$ cat src/rtl/midi_voice_allocator_if.sv
// FIFO read-side bus between the MIDI byte FIFO and the voice allocator.
//   fifo_dout  : byte popped by the previous fifo_rd_en pulse
//   fifo_empty : FIFO has nothing to pop
//   fifo_rd_en : pop request, one-cycle pulse
// master = allocator (pops), slave = FIFO (supplies data).
interface midi_voice_allocator_if;
  logic [7:0] fifo_dout;
  logic       fifo_empty;
  logic       fifo_rd_en;

  modport master (input fifo_dout, input fifo_empty, output fifo_rd_en);
  modport slave  (output fifo_dout, output fifo_empty, input fifo_rd_en);
endinterface

$ cat src/rtl/midi_voice_allocator.sv
// MIDI Note-On/Note-Off parser and polyphonic voice allocator.
// Pops one byte at a time from the FIFO (FETCH/CAPTURE/PARSE), and on a
// complete note message updates the voice bank (registered into EXEC).
// Ports:
//   clk, reset            : clock, async active-high reset
//   fifo                  : FIFO read bus (master side)
//   voice_gate/note/vel   : per-voice state, voice v at bit v / [7v+6:7v]
//   evt_valid/on/voice/note : one-cycle event strobe and its payload
module midi_voice_allocator #(
  parameter int NUM_VOICES   = 4,
  parameter int MIDI_CHANNEL = 0,
  parameter int VW           = $clog2(NUM_VOICES)
) (
  input  logic                    clk,
  input  logic                    reset,
  midi_voice_allocator_if.master  fifo,
  output logic [NUM_VOICES-1:0]   voice_gate,
  output logic [7*NUM_VOICES-1:0] voice_note,
  output logic [7*NUM_VOICES-1:0] voice_vel,
  output logic                    evt_valid,
  output logic                    evt_on,
  output logic [VW-1:0]           evt_voice,
  output logic [6:0]              evt_note
);

  typedef enum logic [1:0] {S_FETCH, S_CAPTURE, S_PARSE, S_EXEC} state_t;

  state_t                        r_state, w_state_nxt;
  logic                          w_rd_en;
  logic [7:0]                    r_byte;
  logic                          r_rs_valid, r_rs_on, r_dcnt;
  logic [6:0]                    r_note;
  logic [NUM_VOICES-1:0]         r_gate;
  logic [NUM_VOICES-1:0][6:0]    r_vnote, r_vvel;
  logic [NUM_VOICES-1:0][VW-1:0] r_rank;
  logic                          r_evt_valid, r_evt_on;
  logic [VW-1:0]                 r_evt_voice;
  logic [6:0]                    r_evt_note;

  // byte classification of the captured byte
  logic w_is_rt, w_is_chan_note, w_complete, w_note_on;
  assign w_is_rt        = (r_byte >= 8'hF8);
  assign w_is_chan_note = (r_byte[7:5] == 3'b100) && (r_byte[3:0] == MIDI_CHANNEL[3:0]);
  assign w_complete     = !r_byte[7] && r_rs_valid && r_dcnt;
  // Note-On with velocity 0 is a release
  assign w_note_on      = r_rs_on && (r_byte[6:0] != 7'd0);

  // voice search: sounding voice with same note, lowest free voice, oldest voice
  logic          w_hit, w_free;
  logic [VW-1:0] w_hit_idx, w_free_idx, w_old_idx, w_sel;
  always_comb begin
    w_hit      = 1'b0;
    w_hit_idx  = '0;
    w_free     = 1'b0;
    w_free_idx = '0;
    w_old_idx  = '0;
    // descending scan so the lowest matching index wins
    for (int v = NUM_VOICES-1; v >= 0; v--) begin
      if (r_gate[v] && (r_vnote[v] == r_note)) begin
        w_hit     = 1'b1;
        w_hit_idx = VW'(v);
      end
      if (!r_gate[v]) begin
        w_free     = 1'b1;
        w_free_idx = VW'(v);
      end
      if (r_rank[v] == VW'(NUM_VOICES-1)) w_old_idx = VW'(v);
    end
    w_sel = w_hit ? w_hit_idx : (w_free ? w_free_idx : w_old_idx);
  end

  // FSM next state
  always_comb begin
    w_state_nxt = r_state;
    w_rd_en     = 1'b0;
    case (r_state)
      S_FETCH: if (!fifo.fifo_empty) begin
        w_rd_en     = 1'b1;
        w_state_nxt = S_CAPTURE;
      end
      S_CAPTURE: w_state_nxt = S_PARSE;
      S_PARSE:   w_state_nxt = w_complete ? S_EXEC : S_FETCH;
      S_EXEC:    w_state_nxt = S_FETCH;
      default:   w_state_nxt = S_FETCH;
    endcase
  end

  // pop is combinational from FETCH; masked during reset so outputs read 0
  assign fifo.fifo_rd_en = w_rd_en && !reset;

  always_ff @(posedge clk or posedge reset) begin
    if (reset) r_state <= S_FETCH;
    else       r_state <= w_state_nxt;
  end

  // Parser and voice bank. Voice updates are registered on the PARSE->EXEC
  // edge so they (and evt_valid) are visible during the EXEC cycle.
  always_ff @(posedge clk or posedge reset) begin
    if (reset) begin
      r_byte      <= '0;
      r_rs_valid  <= 1'b0;
      r_rs_on     <= 1'b0;
      r_dcnt      <= 1'b0;
      r_note      <= '0;
      r_gate      <= '0;
      r_vnote     <= '0;
      r_vvel      <= '0;
      for (int v = 0; v < NUM_VOICES; v++) r_rank[v] <= VW'(v);
      r_evt_valid <= 1'b0;
      r_evt_on    <= 1'b0;
      r_evt_voice <= '0;
      r_evt_note  <= '0;
    end else begin
      r_evt_valid <= 1'b0;
      if (r_state == S_CAPTURE) r_byte <= fifo.fifo_dout;
      if (r_state == S_PARSE) begin
        if (r_byte[7]) begin
          // realtime bytes leave running status and data count untouched
          if (!w_is_rt) begin
            r_rs_valid <= w_is_chan_note;
            r_rs_on    <= r_byte[4];
            r_dcnt     <= 1'b0;
          end
        end else if (r_rs_valid) begin
          if (!r_dcnt) begin
            r_note <= r_byte[6:0];
            r_dcnt <= 1'b1;
          end else begin
            r_dcnt <= 1'b0;
            if (w_note_on) begin
              r_gate[w_sel]  <= 1'b1;
              r_vnote[w_sel] <= r_note;
              r_vvel[w_sel]  <= r_byte[6:0];
              // move chosen voice to youngest; younger voices age by one
              for (int v = 0; v < NUM_VOICES; v++) begin
                if (VW'(v) == w_sel)              r_rank[v] <= '0;
                else if (r_rank[v] < r_rank[w_sel]) r_rank[v] <= r_rank[v] + 1'b1;
              end
              r_evt_valid <= 1'b1;
              r_evt_on    <= 1'b1;
              r_evt_voice <= w_sel;
              r_evt_note  <= r_note;
            end else if (w_hit) begin
              r_gate[w_hit_idx] <= 1'b0;
              r_evt_valid <= 1'b1;
              r_evt_on    <= 1'b0;
              r_evt_voice <= w_hit_idx;
              r_evt_note  <= r_note;
            end
          end
        end
      end
    end
  end

  assign voice_gate = r_gate;
  assign voice_note = r_vnote;
  assign voice_vel  = r_vvel;
  assign evt_valid  = r_evt_valid;
  assign evt_on     = r_evt_on;
  assign evt_voice  = r_evt_voice;
  assign evt_note   = r_evt_note;

endmodule

$ cat src/flat_wrapper.sv
// flat-port wrapper written by rule: the top's interface ports become plain ports
module midi_voice_allocator_flat 
#(
  parameter int NUM_VOICES   = 4,
  parameter int MIDI_CHANNEL = 0,
  parameter int VW           = $clog2(NUM_VOICES)
)
  (clk, reset, voice_gate, voice_note, voice_vel, evt_valid, evt_on, evt_voice, evt_note, fifo_fifo_dout, fifo_fifo_empty, fifo_fifo_rd_en);
  midi_voice_allocator_if fifo_i ();
  input  logic clk;
  input  logic reset;
  output logic [NUM_VOICES-1:0] voice_gate;
  output logic [7*NUM_VOICES-1:0] voice_note;
  output logic [7*NUM_VOICES-1:0] voice_vel;
  output logic evt_valid;
  output logic evt_on;
  output logic [VW-1:0] evt_voice;
  output logic [6:0] evt_note;
  input wire logic [$bits(fifo_i.fifo_dout)-1:0] fifo_fifo_dout;
  input wire logic [$bits(fifo_i.fifo_empty)-1:0] fifo_fifo_empty;
  output wire logic [$bits(fifo_i.fifo_rd_en)-1:0] fifo_fifo_rd_en;
  assign fifo_i.fifo_dout = fifo_fifo_dout;
  assign fifo_i.fifo_empty = fifo_fifo_empty;
  assign fifo_fifo_rd_en = fifo_i.fifo_rd_en;
  midi_voice_allocator #(.NUM_VOICES(NUM_VOICES), .MIDI_CHANNEL(MIDI_CHANNEL), .VW(VW)) u_core (.clk(clk), .reset(reset), .fifo(fifo_i), .voice_gate(voice_gate), .voice_note(voice_note), .voice_vel(voice_vel), .evt_valid(evt_valid), .evt_on(evt_on), .evt_voice(evt_voice), .evt_note(evt_note));
endmodule
$ cat config.mk
export PLATFORM = sky130hd
export DESIGN_NAME = midi_voice_allocator_flat
export DESIGN_NICKNAME = d
export VERILOG_FILES = /design/src/rtl/midi_voice_allocator_if.sv /design/src/rtl/midi_voice_allocator.sv /design/src/flat_wrapper.sv
export SDC_FILE = /design/constraint.sdc
export NUM_CORES = 1
export LEC_CHECK = 0
export BUFFER_PORTS_ARGS = -buffer_cell sky130_fd_sc_hd__buf_2
export CAP_MARGIN = 20
export CORE_MARGIN = 2
export CORE_UTILIZATION = 31
export DETAILED_ROUTE_END_ITERATION = 6
export GPL_ROUTABILITY_DRIVEN = 1
export HOLD_SLACK_MARGIN = 0.15
export PLACE_DENSITY = 0.5
export SYNTH_ARGS = -nofsm -noshare
export SYNTH_HDL_FRONTEND = slang
export SYNTH_SLANG_ARGS = --single-unit
$ cat constraint.sdc
create_clock -name clk -period 3.95 [get_ports clk]
set_clock_uncertainty 0.2 [all_clocks]
set_input_delay 0.5925 -clock clk [delete_from_list [all_inputs] [get_ports clk]]
set_output_delay 0.5925 -clock clk [all_outputs]
set_load 0.02 [all_outputs]
======== Word level (Yosys, flattened, before mapping) ========
Cells that the tools add are included.
storage, ports and cells
  word-level logic and storage cells ...... 154
  flip-flop bits (word level) ............. 99
cells by class
  multiplexer cells ....................... 63
  order comparisons ....................... 9
  add/sub/neg operators ................... 4
  reduce and logical (&&, ||, !) cells .... 32
  equality and inequality tests ........... 17
  bitwise operators ....................... 6
operator list
  cell                                                                number
  bitwise mux 28 bit                                                  2
  two-way mux 2 bit                                                   27
  equality test 7 bit                                                 4
  two-way mux 1 bit                                                   24
  AND reduction 6 bit                                                 4
  two-way mux 7 bit                                                   3
  demux 7 bit (select 2 bit)                                          1
  equality test 2 bit (second input constant)                         6
  nonzero test 2 bit                                                  6
  logical AND 1 bit                                                   11
  AND reduction 5 bit                                                 2
  adder 2 x 1 -> 2 bit (second input constant)                        4
  greater-or-equal comparator 8 bit (second input constant)           1
  less-than comparator 2 bit                                          4
  two-way mux 4 bit                                                   2
  one-hot mux 2 bit (4 select lines)                                  1
  nonzero test 7 bit                                                  1
  less-than comparator 2 x 3 -> 1 bit (second input constant)         2
  AND reduction 3 bit                                                 2
  AND 4 bit                                                           1
  binary-select mux 2 bit (select 2 bit)                              1
  demux 1 bit (select 2 bit)                                          2
  equality test 2 bit (first input constant)                          2
  greater-or-equal comparator 2 x 1 -> 1 bit (second input constant)  2
  11 further kinds                                                    16

======== Depth between registers and ports, before layout ========
  word-level depth ........................ 14
  gate-level depth with buffers ........... 10

======== Worst setup path after synthesis ========
No wires, ideal clock.
  path type ............................... register to register
  from .................................... reg u_core.r_rank[5] (netlist name)
  to ...................................... reg u_core.r_vnote, in the netlist u_core.voice_note[14]
  setup time .............................. 0.125 ns
  period minus slack after synthesis ...... 2.920 ns
  slack ................................... 1.030 ns
  path buffers ............................ 1
  cell stages (with the launch flop) ...... 9
  arrival time ............................ 2.595 ns
  cell sequence ........................... dfstp_2 > ha_1 > nor2_1 > o311a_2 > or2_0 > o31a_1 > nor3_2 > buf_4 > mux2_2
on the way
  word-level cells in the longest chain between the ends .. 11
  elaborated cells between the ends (all ways) .. 12
  those cells by class .................... 2 x order compare; 1 x eq/ne; 8 x mux; 1 x reduce/logical
ends and longest elaborated chain
  element                                                                                                                         line                         RTL
  start, declared                                                                                                                 midi_voice_allocator.sv:35   logic [NUM_VOICES-1:0][VW-1:0] r_rank;
  start signal, assigned by index                                                                                                 midi_voice_allocator.sv:136  if (VW'(v) == w_sel) r_rank[v] <= '0;
  equality test 2 bit *                                                                                                           midi_voice_allocator.sv:67   if (r_rank[v] == VW'(NUM_VOICES-1)) w_old_idx = VW'(v);
  two-way mux 2 bit * (3 in series)                                                                                               midi_voice_allocator.sv:67
  two-way mux 2 bit * (2 in series)                                                                                               midi_voice_allocator.sv:69   w_sel = w_hit ? w_hit_idx : (w_free ? w_free_idx : w_old_idx);
  less-than comparator 2 x 3 -> 1 bit (implied by the code) / greater-or-equal comparator 2 x 1 -> 1 bit (equally long branches)  midi_voice_allocator.sv:132  r_vnote[w_sel] <= r_note;
  logical AND 1 bit (implied by the code)                                                                                         midi_voice_allocator.sv:132
  two-way mux 7 bit (implied by the code)                                                                                         midi_voice_allocator.sv:132
  demux 7 bit (select 2 bit) *                                                                                                    -
  bitwise mux 28 bit *                                                                                                            midi_voice_allocator.sv:132
  end signal, assigned by index                                                                                                   midi_voice_allocator.sv:132
  end, declared                                                                                                                   midi_voice_allocator.sv:34   logic [NUM_VOICES-1:0][6:0] r_vnote, r_vvel;
Every way passes the cells marked *; elsewhere a longest branch is shown, timed or not.
A chain may end at the register's enable or synchronous reset.

======== Final worst setup path ========
  from .................................... reg u_core.r_note[6]
  to ...................................... reg u_core.r_rank[3] (netlist name)
on the way
  word-level cells in the longest chain between the ends .. 12
  elaborated cells between the ends (all ways) .. 24
  those cells by class .................... 1 x order compare; 5 x eq/ne; 12 x mux; 6 x reduce/logical
ends and longest elaborated chain
  element                                                                      line                         RTL
  start, declared                                                              midi_voice_allocator.sv:32   logic [6:0] r_note;
  start signal, assigned                                                       midi_voice_allocator.sv:126  r_note <= r_byte[6:0];
  equality test 7 bit                                                          midi_voice_allocator.sv:59   if (r_gate[v] && (r_vnote[v] == r_note)) begin
  logical AND 1 bit                                                            midi_voice_allocator.sv:59
  two-way mux 2 bit / two-way mux 1 bit (equally long branches) (4 in series)  midi_voice_allocator.sv:59
  two-way mux 2 bit *                                                          midi_voice_allocator.sv:69
  binary-select mux 2 bit (select 2 bit)                                       midi_voice_allocator.sv:137  else if (r_rank[v] < r_rank[w_sel]) r_rank[v] <= r_rank[v] + 1'b1;
  two-way mux 2 bit (implied by the code)                                      midi_voice_allocator.sv:137
  less-than comparator 2 bit                                                   midi_voice_allocator.sv:137
  nonzero test 2 bit (no source line)                                          -
  AND reduction 6 bit (no source line)                                         -
Every way passes the cells marked *; elsewhere a longest branch is shown, timed or not. The select of a mux whose other input is x is not followed.

==> load_flow_metrics.sql <==
INSERT INTO impl_metrics (metric_group, metric, value, unit) VALUES
('floorplan', 'placement_rows', '45', ''),
('floorplan', 'initial_utilization', '0.320', ''),
('timing', 'finalCritPeriodShare', '0.854', ''),
('grt', 'antenna_found_initial', '0', ''),
('timing', 'setup_tns', '0', 'ns'),
('clocking', 'cts_made_buffers', '9', ''),
('timing', 'layout_min_cycle_time', '3.37', 'ns'),
('grt', 'first_global_vias', '3515', ''),
('detailed_routing', 'wirelength', '12000', 'µm'),
('yosys', 'yosys-top-cells-count', '95 x dfrtp_1, 68 x mux2_2, 18 x nor2_1, 18 x xor2_1', ''),
('worst_setup_path', 'crit_required', '4.03', 'ns'),
('clocking', 'root_buffer', 'clkbuf_16', ''),
('placed_design', 'routabilityCongestion', '0.827', ''),
('yosys', 'syn-num-nets', '397', ''),
('worst_setup_path', 'critPathKind', 'flop to flop', ''),
('detailed_routing', 'routed_wire_length_per_instance', '17.6', 'µm'),
('clocking', 'htreeDepth', '3', ''),
('worst_setup_path', 'worstReg2RegEnd', 'u_core.r_rank[3]$_DFFE_PP0P_', ''),
('run', 'maxCapViolCount', '0', ''),
('yosys', 'synth_most_common_cell', 'dfrtp_1', ''),
('timing', 'worst_slew_pin_slew', '0.980', 'ns'),
('clocking', 'tritoncts', 'built', ''),
('grt', 'global_route.usage.total', '0.153', ''),
('floorplan', 'chipHeight', '130', 'µm'),
('worst_setup_path', 'r2r_slack', '0.58', 'ns'),
('clocking', 'post_cts_buffers', '0', ''),
('placed_design', 'post_dp_cell_area', '0.00552', 'mm²'),
('timing', 'rsz0062_at_grt', 'false', ''),
('detailed_routing', 'first_iter_violations', '166', ''),
('layout', 'post_layout_nonfiller_instances', '684', ''),
('yosys', 'yosysWarnings', '0', ''),
('power_and_ir_drop', 'power.density', '450', 'mW/mm²'),
('outcome', 'status', 'finished clean', ''),
('layout', 'antenna-diode-count', '0', ''),
('grt', 'global_route.overflow_total', '0', ''),
('layout', 'layout.core_utilization', '0.381', ''),
('timing', 'setup_viol', '0', ''),
('worst_setup_path', 'worst_setup_path_end_kind', 'flop', ''),
('yosys', 'number_of_enable_type_register_cells_in_the_synthesized_netlist', '0', ''),
('clocking', 'maximum_buffer_depth_of_the_clock_tree', '2', ''),
('detailed_routing', 'drc', '0', ''),
('yosys', 'gate_count_after_technology_mapping', '382', ''),
('worst_setup_path', 'critical_path.max_fanout', '15', ''),
('worst_hold_path', 'worst_hold_path_type', 'input port to async pin', ''),
('timing', 'fmax', '0.296', 'GHz'),
('power_and_ir_drop', 'power_leakage', '2.98', 'nW'),
('floorplan', 'die_width', '130', 'µm'),
('worst_setup_path', 'worst-r2r-cell-count', '8', ''),
('placed_design', 'dp_cells', '668', ''),
('detailed_routing', 'dr.pass1.iters', '4', ''),
('clocking', 'post_cts_sizing_count', '0', ''),
('detailed_routing', 'route.antenna.remaining_nets', '0', ''),
('floorplan', 'fp.dieArea', '0.0168', 'mm²'),
('grt', 'largest_net_degree_at_the_start_of_global_routing', '52', ''),
('clocking', 'cts-hold-fix-buffers', '0', ''),
('yosys', 'synth.yosys.seq_area_share', '0.507', ''),
('yosys', 'synthArstFlopShare', '1.00', ''),
('detailed_routing', 'vias_per_cell', '4.92', ''),
('timing', 'relSlewSlack', '0.346', ''),
('yosys', 'synthesized_area_divided_by_synthesized_cell_count', '12.8', 'µm²'),
('worst_setup_path', 'timing.critical_path.to', 'u_core.r_rank[3]$_DFFE_PP0P_', ''),
('power_and_ir_drop', 'vdd_ir_drop_max', '0.259', 'mV'),
('yosys', 'mappedNetlistArea', '0.00490', 'mm²'),
('layout', 'fin_nets', '483', ''),
('yosys', 'netlist.top_cell.by_area', 'dfrtp_1', ''),
('grt', 'wire_length_of_the_first_global_routing_pass', '19600', 'µm'),
('timing', 'slew_viol_final', '0', ''),
('yosys', 'synth_top_flop_cell', 'dfrtp_1', ''),
('layout', 'final_cell_area', '0.00584', 'mm²'),
('detailed_routing', 'num_vias', '3368', ''),
('worst_setup_path', 'worstSetupStartpointType', 'flop', '');
==> where the power goes <==
part | internal (W) | switching [W]
Combinational | 0.000184 | 0.000283
Sequential | 0.00109 | 0.000125
Clock | 0.000558 | 0.000392
==> area by class of cell <==
cell class	count	area (µm²)
clock inverter	7	97.6
clock buffer	9	225
timing repair buffer	94	513
sequential	99	2480
tap	211	264
inverter	12	47.5
multi-input combinational	252	2210
fill	1534	9480
==> through the flow <==
step                      power [W]  hold WS [ns]  worst slack (ns)
after global routing        0.00278         0.184             0.318
final                       0.00263         0.144             0.576
after detailed placement    0.00170         0.286             0.572
after floorplan             0.00154         0.257             0.574
after CTS                   0.00268         0.159             0.546
after global placement      0.00169         0.271             0.645
==> logic make-up after synthesis <==
group                    after synthesis  share of synthesized area
AND/OR/NAND/NOR                       79                     0.0998
buffers and inverters                 31                     0.0426
multiplexers                          80                      0.191
flip-flops                            99                      0.507
adder cells (fa/ha/maj)                4                     0.0102
XOR/XNOR                              28                     0.0500
AO/OA/AOI/OAI                         61                     0.0998
==> worst min path at each step <==
stage / end
5_1_grt: u_core.r_dcnt$_DFFE_PP0P_
6_report: u_core.r_dcnt$_DFFE_PP0P_
3_3_place_gp: u_core.r_rs_on$_DFFE_PP0P_
4_1_cts: u_core.r_dcnt$_DFFE_PP0P_
2_1_floorplan: u_core.r_rs_on$_DFFE_PP0P_
3_5_place_dp: u_core.r_rs_on$_DFFE_PP0P_
==> placed cells by master (no fill, tap or decap), types with 4 or more instances in the layout <==
| cell type | instances |
|---|---|
| xnor2_1 | 10 |
| o21ai_0 | 13 |
| mux2_2 | 68 |
| dfrtp_1 | 95 |
| a21oi_1 | 10 |
| buf_4 | 11 |
| nor2_1 | 18 |
| nor2b_1 | 5 |
| nand4_1 | 4 |
| buf_2 | 82 |
| xor2_1 | 18 |
| nor3_1 | 6 |
| mux2_4 | 10 |
| nand2_1 | 13 |
| dfstp_2 | 4 |
| a211oi_1 | 5 |
| nor4_1 | 5 |
| clkbuf_16 | 9 |
| ha_1 | 4 |
| inv_1 | 11 |
==> sequential cells by signal, indices dropped and copies added, names as in the netlist, 4 cells and up <==
name and flops:
u_core.voice_note 28, u_core.voice_vel 28, u_core.r_byte 8, u_core.r_rank 8, u_core.evt_note 7, u_core.r_note 7, u_core.voice_gate 4
==> routing by layer <==
metal	GRT usage	routed length, µm	vias up
met5	0	0	-
met3	0.0422	618	15
met1	0.207	5710	1687
met2	0.237	5540	97
li1	-	-	1569
met4	0.0519	175	0
==> critical path: stages, from the launching register on <==
cell and delay, ns:
dfrtp_1 0.54, xor2_1 0.24, nor4_2 0.36, and4_4 0.32
o41a_1 0.26, or3_1 0.79, o21ai_0 0.23, a41o_1 0.26
a21oi_1 0.11
(Power assumes the default switching activity.)
